## config.mk

```make
export PLATFORM = sky130hd
export DESIGN_NAME = addsub_result_display
export DESIGN_NICKNAME = d
export VERILOG_FILES = /design/src/rtl/addsub_result_display.sv
export SDC_FILE = /design/constraint.sdc
export NUM_CORES = 1
export LEC_CHECK = 0
export ABC_AREA = 1
export CAP_MARGIN = 20
export CORE_MARGIN = 2
export CORE_UTILIZATION = 52
export DETAILED_ROUTE_END_ITERATION = 7
export GPL_ROUTABILITY_DRIVEN = 0
export MAX_ROUTING_LAYER = met4
export PLACE_DENSITY = 0.76
export SLEW_MARGIN = 15
export SYNTH_ARGS = -nofsm -noshare
export SYNTH_HDL_FRONTEND = slang
export SYNTH_SLANG_ARGS = --single-unit
export TNS_END_PERCENT = 10
```

## constraint.sdc

```tcl
create_clock -name clk -period 1.9 [get_ports clk]
set_input_delay 0.285 -clock clk [delete_from_list [all_inputs] [get_ports clk]]
set_output_delay 0.285 -clock clk [all_outputs]
set_load 0.01 [all_outputs]
```

## src/rtl/addsub_result_display.sv

```systemverilog
// Captures a 4-bit two's-complement adder result and shows it as signed decimal
// on a 4-digit multiplexed seven-segment display, with "OF" and blinking on overflow.
module addsub_result_display #(
    parameter int REFRESH_CNT = 100000,
    parameter int BLINK_SCANS = 200
) (
    input  logic       clk,
    input  logic       rst,
    input  logic       load,
    input  logic [3:0] s,
    input  logic       v,
    output logic [6:0] seg,
    output logic [3:0] an,
    output logic       dp
);

    localparam int RW = $clog2(REFRESH_CNT);
    localparam int BW = $clog2(BLINK_SCANS) + 1;
    localparam logic [RW-1:0] REFRESH_LAST = RW'(REFRESH_CNT - 1);
    localparam logic [BW-1:0] BLINK_LAST   = BW'(BLINK_SCANS - 1);

    localparam logic [6:0] SEG_MINUS = 7'b0111111;
    localparam logic [6:0] SEG_BLANK = 7'b1111111;
    localparam logic [6:0] SEG_O     = 7'b1000000;
    localparam logic [6:0] SEG_F     = 7'b0001110;

    typedef enum logic {ON, OFF} blink_t;

    logic [3:0]    s_reg;
    logic          v_reg;
    logic [RW-1:0] refresh_cnt;
    logic [1:0]    idx;
    logic [BW-1:0] blink_cnt;
    blink_t        blink_state;

    logic          advance;
    logic          neg;
    logic [4:0]    s_ext;
    logic [4:0]    mag;

    assign advance = (refresh_cnt == REFRESH_LAST);

    // NOTE: all state uses non-blocking assignments so every register samples
    // pre-edge values; blocking here would let the blink logic see the new v_reg.
    always_ff @(posedge clk or posedge rst) begin
        if (rst) begin
            s_reg <= '0;
            v_reg <= 1'b0;
        end else if (load) begin
            s_reg <= s;
            v_reg <= v;
        end
    end

    always_ff @(posedge clk or posedge rst) begin
        if (rst) begin
            refresh_cnt <= '0;
            idx         <= '0;
        end else if (advance) begin
            refresh_cnt <= '0;
            idx         <= idx + 2'd1;
        end else begin
            refresh_cnt <= refresh_cnt + 1'b1;
        end
    end

    // A load that clears overflow resets the blink on the same edge; a load that
    // keeps overflow set lets the timing run on undisturbed.
    always_ff @(posedge clk or posedge rst) begin
        if (rst) begin
            blink_state <= ON;
            blink_cnt   <= '0;
        end else if ((load && !v) || !v_reg) begin
            blink_state <= ON;
            blink_cnt   <= '0;
        end else if (advance) begin
            if (blink_cnt == BLINK_LAST) begin
                blink_cnt   <= '0;
                blink_state <= (blink_state == ON) ? OFF : ON;
            end else begin
                blink_cnt <= blink_cnt + 1'b1;
            end
        end
    end

    assign neg   = s_reg[3];
    assign s_ext = {s_reg[3], s_reg};
    assign mag   = neg ? (5'd0 - s_ext) : s_ext;

    function automatic logic [6:0] glyph(input logic [4:0] d);
        case (d)
            5'd0:    glyph = 7'b1000000;
            5'd1:    glyph = 7'b1111001;
            5'd2:    glyph = 7'b0100100;
            5'd3:    glyph = 7'b0110000;
            5'd4:    glyph = 7'b0011001;
            5'd5:    glyph = 7'b0010010;
            5'd6:    glyph = 7'b0000010;
            5'd7:    glyph = 7'b1111000;
            5'd8:    glyph = 7'b0000000;
            default: glyph = SEG_BLANK;
        endcase
    endfunction

    // NOTE: seg gets a default before the case so no path leaves it unassigned
    // and no latch is inferred.
    always_comb begin
        seg = SEG_BLANK;
        case (idx)
            2'd0: seg = glyph(mag);
            2'd1: seg = neg ? SEG_MINUS : SEG_BLANK;
            2'd2: seg = v_reg ? SEG_F : SEG_BLANK;
            2'd3: seg = v_reg ? SEG_O : SEG_BLANK;
            default: seg = SEG_BLANK;
        endcase
    end

    assign an = (blink_state == OFF) ? 4'b1111 : ~(4'b0001 << idx);
    assign dp = 1'b1;

endmodule

```

# After elaboration in Yosys (flattened, before gate mapping)
# Memories as Yosys holds them, arrays and structs flattened.
# Index checks and enable logic that the tools add are counted.
# Widths: inputs -> output; s select.
# word_totals
memories,1
out_inout_bits,12
ram_bits,0
word_cells,41
inputBits,8
mem_bits_ro,112
latchBits,0
ff_bits,34
# memory_table
memory,depth,word_bits,read_ports,rd_clocked_by_memory_dff,write_ports,line_no,text
(no name shown),16,7,1,0,0,91,case (d)
# classes
muxes,15
shifts,1
n_addsub,4
bitwise_logic,1
multipliers,0
div_mod_pow,0
n_lt_le_gt_ge,0
n_reduce_logical,8
n_eq_ne,5
# op_table
op,n
$pmux 7 s4,1
$mux 9,3
$mux 7,3
$add 17x1->17 const B,1
$eq 17x17->1 const B,1
$mux 17,1
$add 9x1->9 const B,1
$eq 9x8->1 const B,1
$mux 6,1
$mux 5,1
$sub 1x4->5 const A,1
$eq 2x2->1 const B,2
$mux 1,4
$mux 4,1
$not 4->4,1
$reduce_bool 2->1,2
$shl 1x2->4 const A,1
$add 2x1->2 const B,1
$eq 2x1->1 const B,1
$logic_not 1->1,2
$logic_not 2->1,1
$reduce_and 2->1,1
$logic_and 1x1->1,1
$logic_or 1x1->1,1

# Depth between registers and ports, before layout
# Gate-level depths: netlist of the first run.
# depth
ltp_word,5
mapped_depth,12
depth_no_buf,12

# Least setup slack after synthesis of the first run
# No wires, ideal clock.
# synth_timing
path_type,register -> output
from,register s_reg[0]
to,output port seg[3]
n_path_buf,0
t_required_ns,1.615
t_arrival_ns,1.624
path_stages_with_launch,12
path_slack_ns,-0.009
path_cell_list,dfrtp_1 -> inv_1 -> ha_1 -> inv_1 -> nand2_1 -> nand2_1 -> inv_1 -> ha_1 -> nand3_1 -> nand2_1 -> nor2_1 -> nor2_1
# synth_between
elab_chain_len,5
# synth_lines
item,line_no,text
start: declaration,29,logic [3:0] s_reg;
start signal: assignment,50,s_reg <= s;
$sub 1x4->5,88,assign mag = neg ? (5'd0 - s_ext) : s_ext;
$mux 5 (*),88,
$mem_v2 16x7,--,
$mux 7 (*),91,
$pmux 7 s4 (*),109,case (idx)
end: declaration,12,"output logic [6:0] seg,"
# Every way passes the cells marked *; elsewhere a longest branch is shown, timed or not.

# Worst setup path in the final report of the first run
# layout_timing
from,register s_reg[1]
to,output port seg[6]
# The elaborated chain is that of the path after synthesis.

==> run_results.csv, run 1 <==
group,metric,value,unit
clock_network,clock_path_buffers,2,
power,seq_power_share,45.6,%
placement,hpwl,3.67,mm
timing,final_max_slew_viol_count,0,
floorplan,start_util,53.6,%
timing,final-setup-viol-count,7,
clock_network,worstSkewPairLatency,0.29,ns
power,ir_drop,0.411,mV
clock_network,clkTransAtPathRegs,0.07,ns
synth,synth_compound_area_share,5.95,%
setup_path,cp-start-kind,"register",
setup_path,criticalPathCategory,"reg2out",
cells_and_area,nFillCells,385,
setup_path,path_cells,"inv_2 > ha_4 > inv_2 > nand2_2 > nand2_2 > inv_2 > buf_6 > ha_4 > nand2_2 > nand2_2 > nand2_2 > a21oi_2 > buf_2",
synth,synthSimpleGateAreaFrac,38.6,%
cells_and_area,multi_input_area,0.00133,mm^2
timing,rsz0062_at_grt,"true",
placement,io_buffers,18,
power,comb_power_share,21.5,%
drt,wire_per_inst,11.5,um
synth,avgSynthCellArea,6.73,um^2
synth,synth_edf_count,0,
synth,yosysTopAreaCellShare,36.4,%
synth,synth_fa_ha_area_share,5.36,%
synth,ys_ff_latch,34,
drt,drt-pass1-iter-count,4,
timing,finalCriticalPeriod,2.16,ns
setup_path,worstPathArrival,1.87,ns
drt,vias,2221,
power,p_sw_share,28.7,%
power,power_density,582,mW/mm^2
floorplan,die_h,71.0,um
clock_network,cts_tree,"built",
clock_network,cts-root-buf,"clkbuf_8",
power,power_frac_clock,32.9,%
global_routing,grt_pass1_wl,9.05,mm
global_routing,grt-ovfl-total,0,
cells_and_area,largest_reg_flops,17,
clock_network,numCtsBuffers,5,
cells_and_area,final_util,65.3,%
drt,drc,0,
synth,synth_area_leaders,"dfrtp_1 (36%), nand2_1 (17%), inv_1 (9.5%)",
floorplan,rows,24,
setup_path,path_max_fanout,2,
synth,yosysWarnings,0,
clock_network,cts_hold_buffers,0,
power,p_sw,0.475,mW
cells_and_area,nNetsFinal,404,
setup_path,cpPeakStageDelay,0.37,ns
global_routing,grt_max_degree,35,
timing,achievable-frequency,464,MHz
clock_network,cts_sinks,34,
synth,ys_seq_area_share,36.4,%
setup_path,end_kind,"primary output",
outcome,violations,"negative setup slack",
floorplan,die_x,71.0,um
synth,synth_common_cells,"nand2_1 (104), inv_1 (59), nor2_1 (52)",
power,p_leak,1.52,nW
drt,vias_per_cell,5.06,
timing,fin_skew,0.00782,ns
cells_and_area,syn_to_final_growth,21.9,%
cells_and_area,fin_area,0.00285,mm^2
timing,hold_viol,0,
synth,synth_area_leader_cell,"dfrtp_1",
outcome,status,"complete, but fails checks",
synth,synth_area,0.00233,mm^2
synth,ys.flop_type,"dfrtp_1",
synth,netlist_instances,347,
cells_and_area,antenna_cells,0,
synth,synth_top_family_by_area,"simple AND/OR/NAND/NOR gates",
floorplan,die_area,0.00504,mm^2
job,drv_cap,0,
timing,setup_slack,-0.256,ns
clock_network,htree_levels,2,
setup_path,cp_common_cell,"nand2_2",
global_routing,grt_pass1_vias,2131,
floorplan,io_pins,20,
setup_path,required,1.62,ns
drt,ant_nets,0,
synth,synth_cell_types,29,
placement,placed_area,0.00269,mm^2
synth,synth_nets,365,
global_routing,groute.usage.overall,22.8,%
worst_hold_path,hold_class,"in2async",
setup_path,worst_path_max_delay_cell,"dfrtp_1",
synth,synth.most_common_cell,"nand2_1",
clock_network,postCtsSetupBuffers,0,
timing,period_share,113,%
drt,routed_wl,5.05,mm
synth,synth-xor-area-share,2.63,%
power,fin_total_pwr,1.65,mW
synth,synthMuxAreaShare,0,%
cells_and_area,seq_area,851,um^2
power,p_int,1.18,mW
placement,pre_cts_slack,-0.367,ns
drt,drt-initial-drc-count,136,
cells_and_area,drive_gt1_share,18.6,%
synth,async_flop_share,100,%
floorplan,core,0.00435,mm^2
global_routing,antenna_found_initial,0,
## kinds of logic after synthesis
group,after synthesis
xor gates and xnor gates,7
adders and majority gates,10
and+or+nand+nor,208
buffers and inverters,64
other,1
DFF,34
AOI/OAI and AO/OA,23
## repair_timing
| item | in CTS | in global routing |
|---|---|---|
| setup endpoints to repair | 9 | 8 |
| resized for setup | 45 | 14 |
| pin swaps | 11 | 5 |
| cloned | 0 | 0 |
## cell usage in the layout (no fill, tap or decap), drive strengths merged
cell,count
a21oi,6
a221oi,1
buf,25
clkbuf,7
clkdlybuf4s50,8
clkinv,1
conb,1
dfrtp,34
dlygate4sd2,2
dlymetal6s2s,1
ha,10
inv,60
nand2,108
nand3,26
nand3b,1
nand4,10
nor2,57
nor3,3
nor3b,1
nor4,1
o21ai,14
o21bai,2
or2,1
xor2,7
## layout make-up
type | instances | area share [%]
multi-input combinational | 249 | 46.7
sequential | 34 | 29.9
timing repair buffer | 36 | 9.98
inverter | 60 | 7.92
clock buffer | 7 | 3.03
tap | 52 | 2.29
clock inverter | 1 | 0.176
## metal layers
layer  vias to the layer above  part of all wire, %  track usage, %
li1                       1148                    -               -
met1                      1021                   44            26.6
met2                        45                   51            40.1
met3                         7                  3.8            4.84
met4                         0                 0.91            5.66
met5                         -                    0               -
## worst max-delay path: cells and delay by family, from the launching register on
kind / cells / cell delay (ns)
compound gates: 1 / 0.12
fa+ha+maj: 2 / 0.38
buf+inv: 5 / 0.43
flops: 1 / 0.37
simple gates: 5 / 0.30
## power groups by stage
stage / logic, mW / clock network (mW) / registers, mW
global placement: 0.319 / 0 / 0.765
detailed placement: 0.322 / 0 / 0.766
global route: 0.394 / 0.600 / 0.756
CTS: 0.327 / 0.557 / 0.753
finish: 0.356 / 0.545 / 0.754
floorplan: 0.186 / 0 / 0.764
## final timing paths
| path | slack (ns) | start | depth (start not counted) | to |
|---|---|---|---|---|
| worst max-delay path | -0.26 | s_reg[1] | 13 | seg[6] |
| worst min-delay path | 0.40 | rst | 3 | refresh_cnt[5] |
| worst max register to register | 0.34 | refresh_cnt[0] | 7 | blink_cnt[5] |
| worst min register to register | 0.46 | refresh_cnt[0] | 1 | refresh_cnt[0] |
| max in group asynchronous | 1.20 | rst | 3 | blink_cnt[5] |
| min in group clk | 0.46 | refresh_cnt[0] | 1 | refresh_cnt[0] |
## stage by stage
stage | setup TNS [ns] | hold slack (ns) | std cells
final | -1.31 | 0.399 | 439
after global routing | -2.23 | 0.453 | 439
after detailed placement | -2.13 | 0.458 | 431
after global placement | -1.87 | 0.452 | 431
after floorplan | 0 | 0.398 | 347
after CTS | -1.23 | 0.412 | 439
No activity file was read; power rests on OpenSTA's default activity.
==> inputs of run 2 (changes only) <==
--- a/config.mk
+++ b/config.mk
@@ -6,6 +6,7 @@
 export NUM_CORES = 1
 export LEC_CHECK = 0
 export ABC_AREA = 1
+export ABC_CLOCK_PERIOD_IN_PS = 1900
 export CAP_MARGIN = 20
 export CORE_MARGIN = 2
 export CORE_UTILIZATION = 52
==> results of run 2 <==
Same layout as run 1: the final DEF is identical, and so are final timing and power.
==> inputs of run 3 (changes only) <==
--- a/config.mk
+++ b/config.mk
@@ -10,6 +10,7 @@
 export CAP_MARGIN = 20
 export CORE_MARGIN = 2
 export CORE_UTILIZATION = 52
+export CTS_BUF_LIST = sky130_fd_sc_hd__clkbuf_8 sky130_fd_sc_hd__clkbuf_16
 export DETAILED_ROUTE_END_ITERATION = 7
 export GPL_ROUTABILITY_DRIVEN = 0
 export MAX_ROUTING_LAYER = met4
==> run 3 against run 2 <==
Compared with the run above:
- the flow still finishes with violations (negative setup slack)
- sequential share of layout area did not move
- die area is the same
- combinational power hardly changed
- via count is the same
- first-iteration DRC count up 1.5%
- cell count is the same
- critical path depth is the same
- utilization is the same
- sequential power barely moved
==> run_results.csv, run 3 (synthesized netlist as in run 1, its figures left out) <==
group,metric,value,unit
outcome,status,"complete, but fails checks",
outcome,violations,"negative setup slack",
cells_and_area,seq_area,851,um^2
timing,period_share,113,%
setup_path,end_kind,"primary output",
floorplan,core,0.00435,mm^2
clock_network,clock_path_buffers,2,
power,ir_drop,0.399,mV
cells_and_area,largest_reg_flops,17,
cells_and_area,syn_to_final_growth,21.9,%
cells_and_area,final_cells,439,
clock_network,cts_sinks,34,
drt,vias_per_cell,5.06,
drt,drt-pass1-iter-count,4,
timing,final_max_slew_viol_count,0,
global_routing,grt_pass1_vias,2131,
cells_and_area,fin_area,0.00285,mm^2
setup_path,criticalPathCategory,"reg2out",
clock_network,cts_tree,"built",
worst_hold_path,hold_class,"in2async",
power,p_leak,1.52,nW
global_routing,grt_pass1_wl,9.05,mm
global_routing,grt-ovfl-total,0,
setup_path,r2r-start,"refresh_cnt[0]",
job,drv_cap,0,
drt,drt-initial-drc-count,138,
timing,rsz0062_at_grt,"true",
placement,dp_cells,431,
timing,final.setup.tns,-1.31,ns
timing,hold_viol,0,
cells_and_area,final_cell_mix,"nand2_1 (94), inv_1 (56), nor2_1 (50)",
cells_and_area,multi_input_area,0.00133,mm^2
setup_path,reg2regPathDepth,7,
floorplan,io_pins,20,
setup_path,cp-start-kind,"register",
floorplan,die_area,0.00504,mm^2
global_routing,grt_max_degree,35,
power,power_density,580,mW/mm^2
clock_network,worstSkewPairLatency,0.29,ns
clock_network,numCtsBuffers,5,
cells_and_area,antenna_cells,0,
setup_path,path_max_fanout,2,
timing,setup_slack,-0.256,ns
floorplan,rows,24,
cells_and_area,final_util,65.3,%
placement,io_buffers,18,
timing,fin_skew,0.00782,ns
clock_network,cts-root-buf,"clkbuf_8",
clock_network,cts_hold_buffers,0,
cells_and_area,nNetsFinal,404,
placement,placed_area,0.00269,mm^2
floorplan,die_h,71.0,um
timing,holdWs,0.399,ns
drt,drc,0,
floorplan,die_x,71.0,um
cells_and_area,final_common_cell,"nand2_1",
timing,achievable-frequency,464,MHz
timing,final-setup-viol-count,7,
drt,wire_per_inst,11.5,um
setup_path,r2r-end,"blink_cnt[5]",
setup_path,r2r_setup_slack,0.33,ns
timing,finalCriticalPeriod,2.16,ns
cells_and_area,nFillCells,385,
drt,vias,2221,
setup_path,worstPathArrival,1.87,ns
setup_path,required,1.62,ns
floorplan,start_util,53.6,%
global_routing,groute.usage.overall,22.8,%
drt,ant_nets,0,
drt,routed_wl,5.05,mm
global_routing,antenna_found_initial,0,
clock_network,htree_levels,2,
placement,hpwl,3.67,mm
cells_and_area,drive_gt1_share,18.6,%
clock_network,clkTransAtPathRegs,0.07,ns
## run 3: cell count changes in the layout (fill, tap and decap cells not counted), sizes merged
cell / delta
inv: +1
clkbuf: -1
## run 3: worst max-delay path by stage
stage / end / slack, ns / startpoint
3_3_place_gp: seg[3] / -0.34 / s_reg[1]
6_report: seg[6] / -0.26 / s_reg[1]
4_1_cts: seg[3] / -0.21 / s_reg[0]
2_1_floorplan: seg[3] / 0.007 / s_reg[0]
3_5_place_dp: seg[3] / -0.37 / s_reg[1]
5_1_grt: seg[6] / -0.36 / s_reg[0]
## run 3: layout make-up
class                   instances  share of cell area, %
flip-flops and latches         34                   29.9
clock buffers                   6                   2.90
repair buffers                 36                   9.98
well taps                      52                   2.29
inverters                      60                   7.92
clock inverters                 2                  0.308
multi-input cells             249                   46.7
## run 3: power by group
part | switching [mW] | leakage, nW | internal [mW]
Sequential | 0.0151 | 0.449 | 0.739
Clock | 0.254 | 0.0524 | 0.287
Combinational | 0.208 | 1.02 | 0.148
Total | 0.476 | 1.52 | 1.17
## run 3: per-layer routing
layer | global-route usage, % | vias up | routed length [um]
met2 | 40.1 | 45 | 2580
met5 | - | - | 0
li1 | - | 1148 | -
met4 | 5.66 | 0 | 46
met3 | 4.84 | 7 | 198
met1 | 26.6 | 1021 | 2220
## run 3: worst max-delay path, cell delays in order (launching register included)
cell     delay [ns]
dfrtp_1        0.37
inv_2          0.06
ha_4           0.26
inv_2          0.03
nand2_2        0.05
nand2_2        0.06
inv_2          0.09
buf_6          0.11
ha_4           0.12
nand2_2        0.06
nand2_2        0.08
nand2_2        0.05
a21oi_2        0.12
buf_2          0.14
## run 3: what timing repair did
item                       CTS  global route
hold endpoints to repair     0             0
setup endpoints to repair    9             8
buffers inserted             0             0
pin swaps                   11             5
resized for setup           45            14
## run 3: metrics by stage
stage               worst slack, ns  power [mW]
detailed placement           -0.367        1.09
CTS                          -0.214        1.63
floorplan                   0.00689       0.950
global route                 -0.357        1.74
finish                       -0.256        1.65
global placement             -0.337        1.08
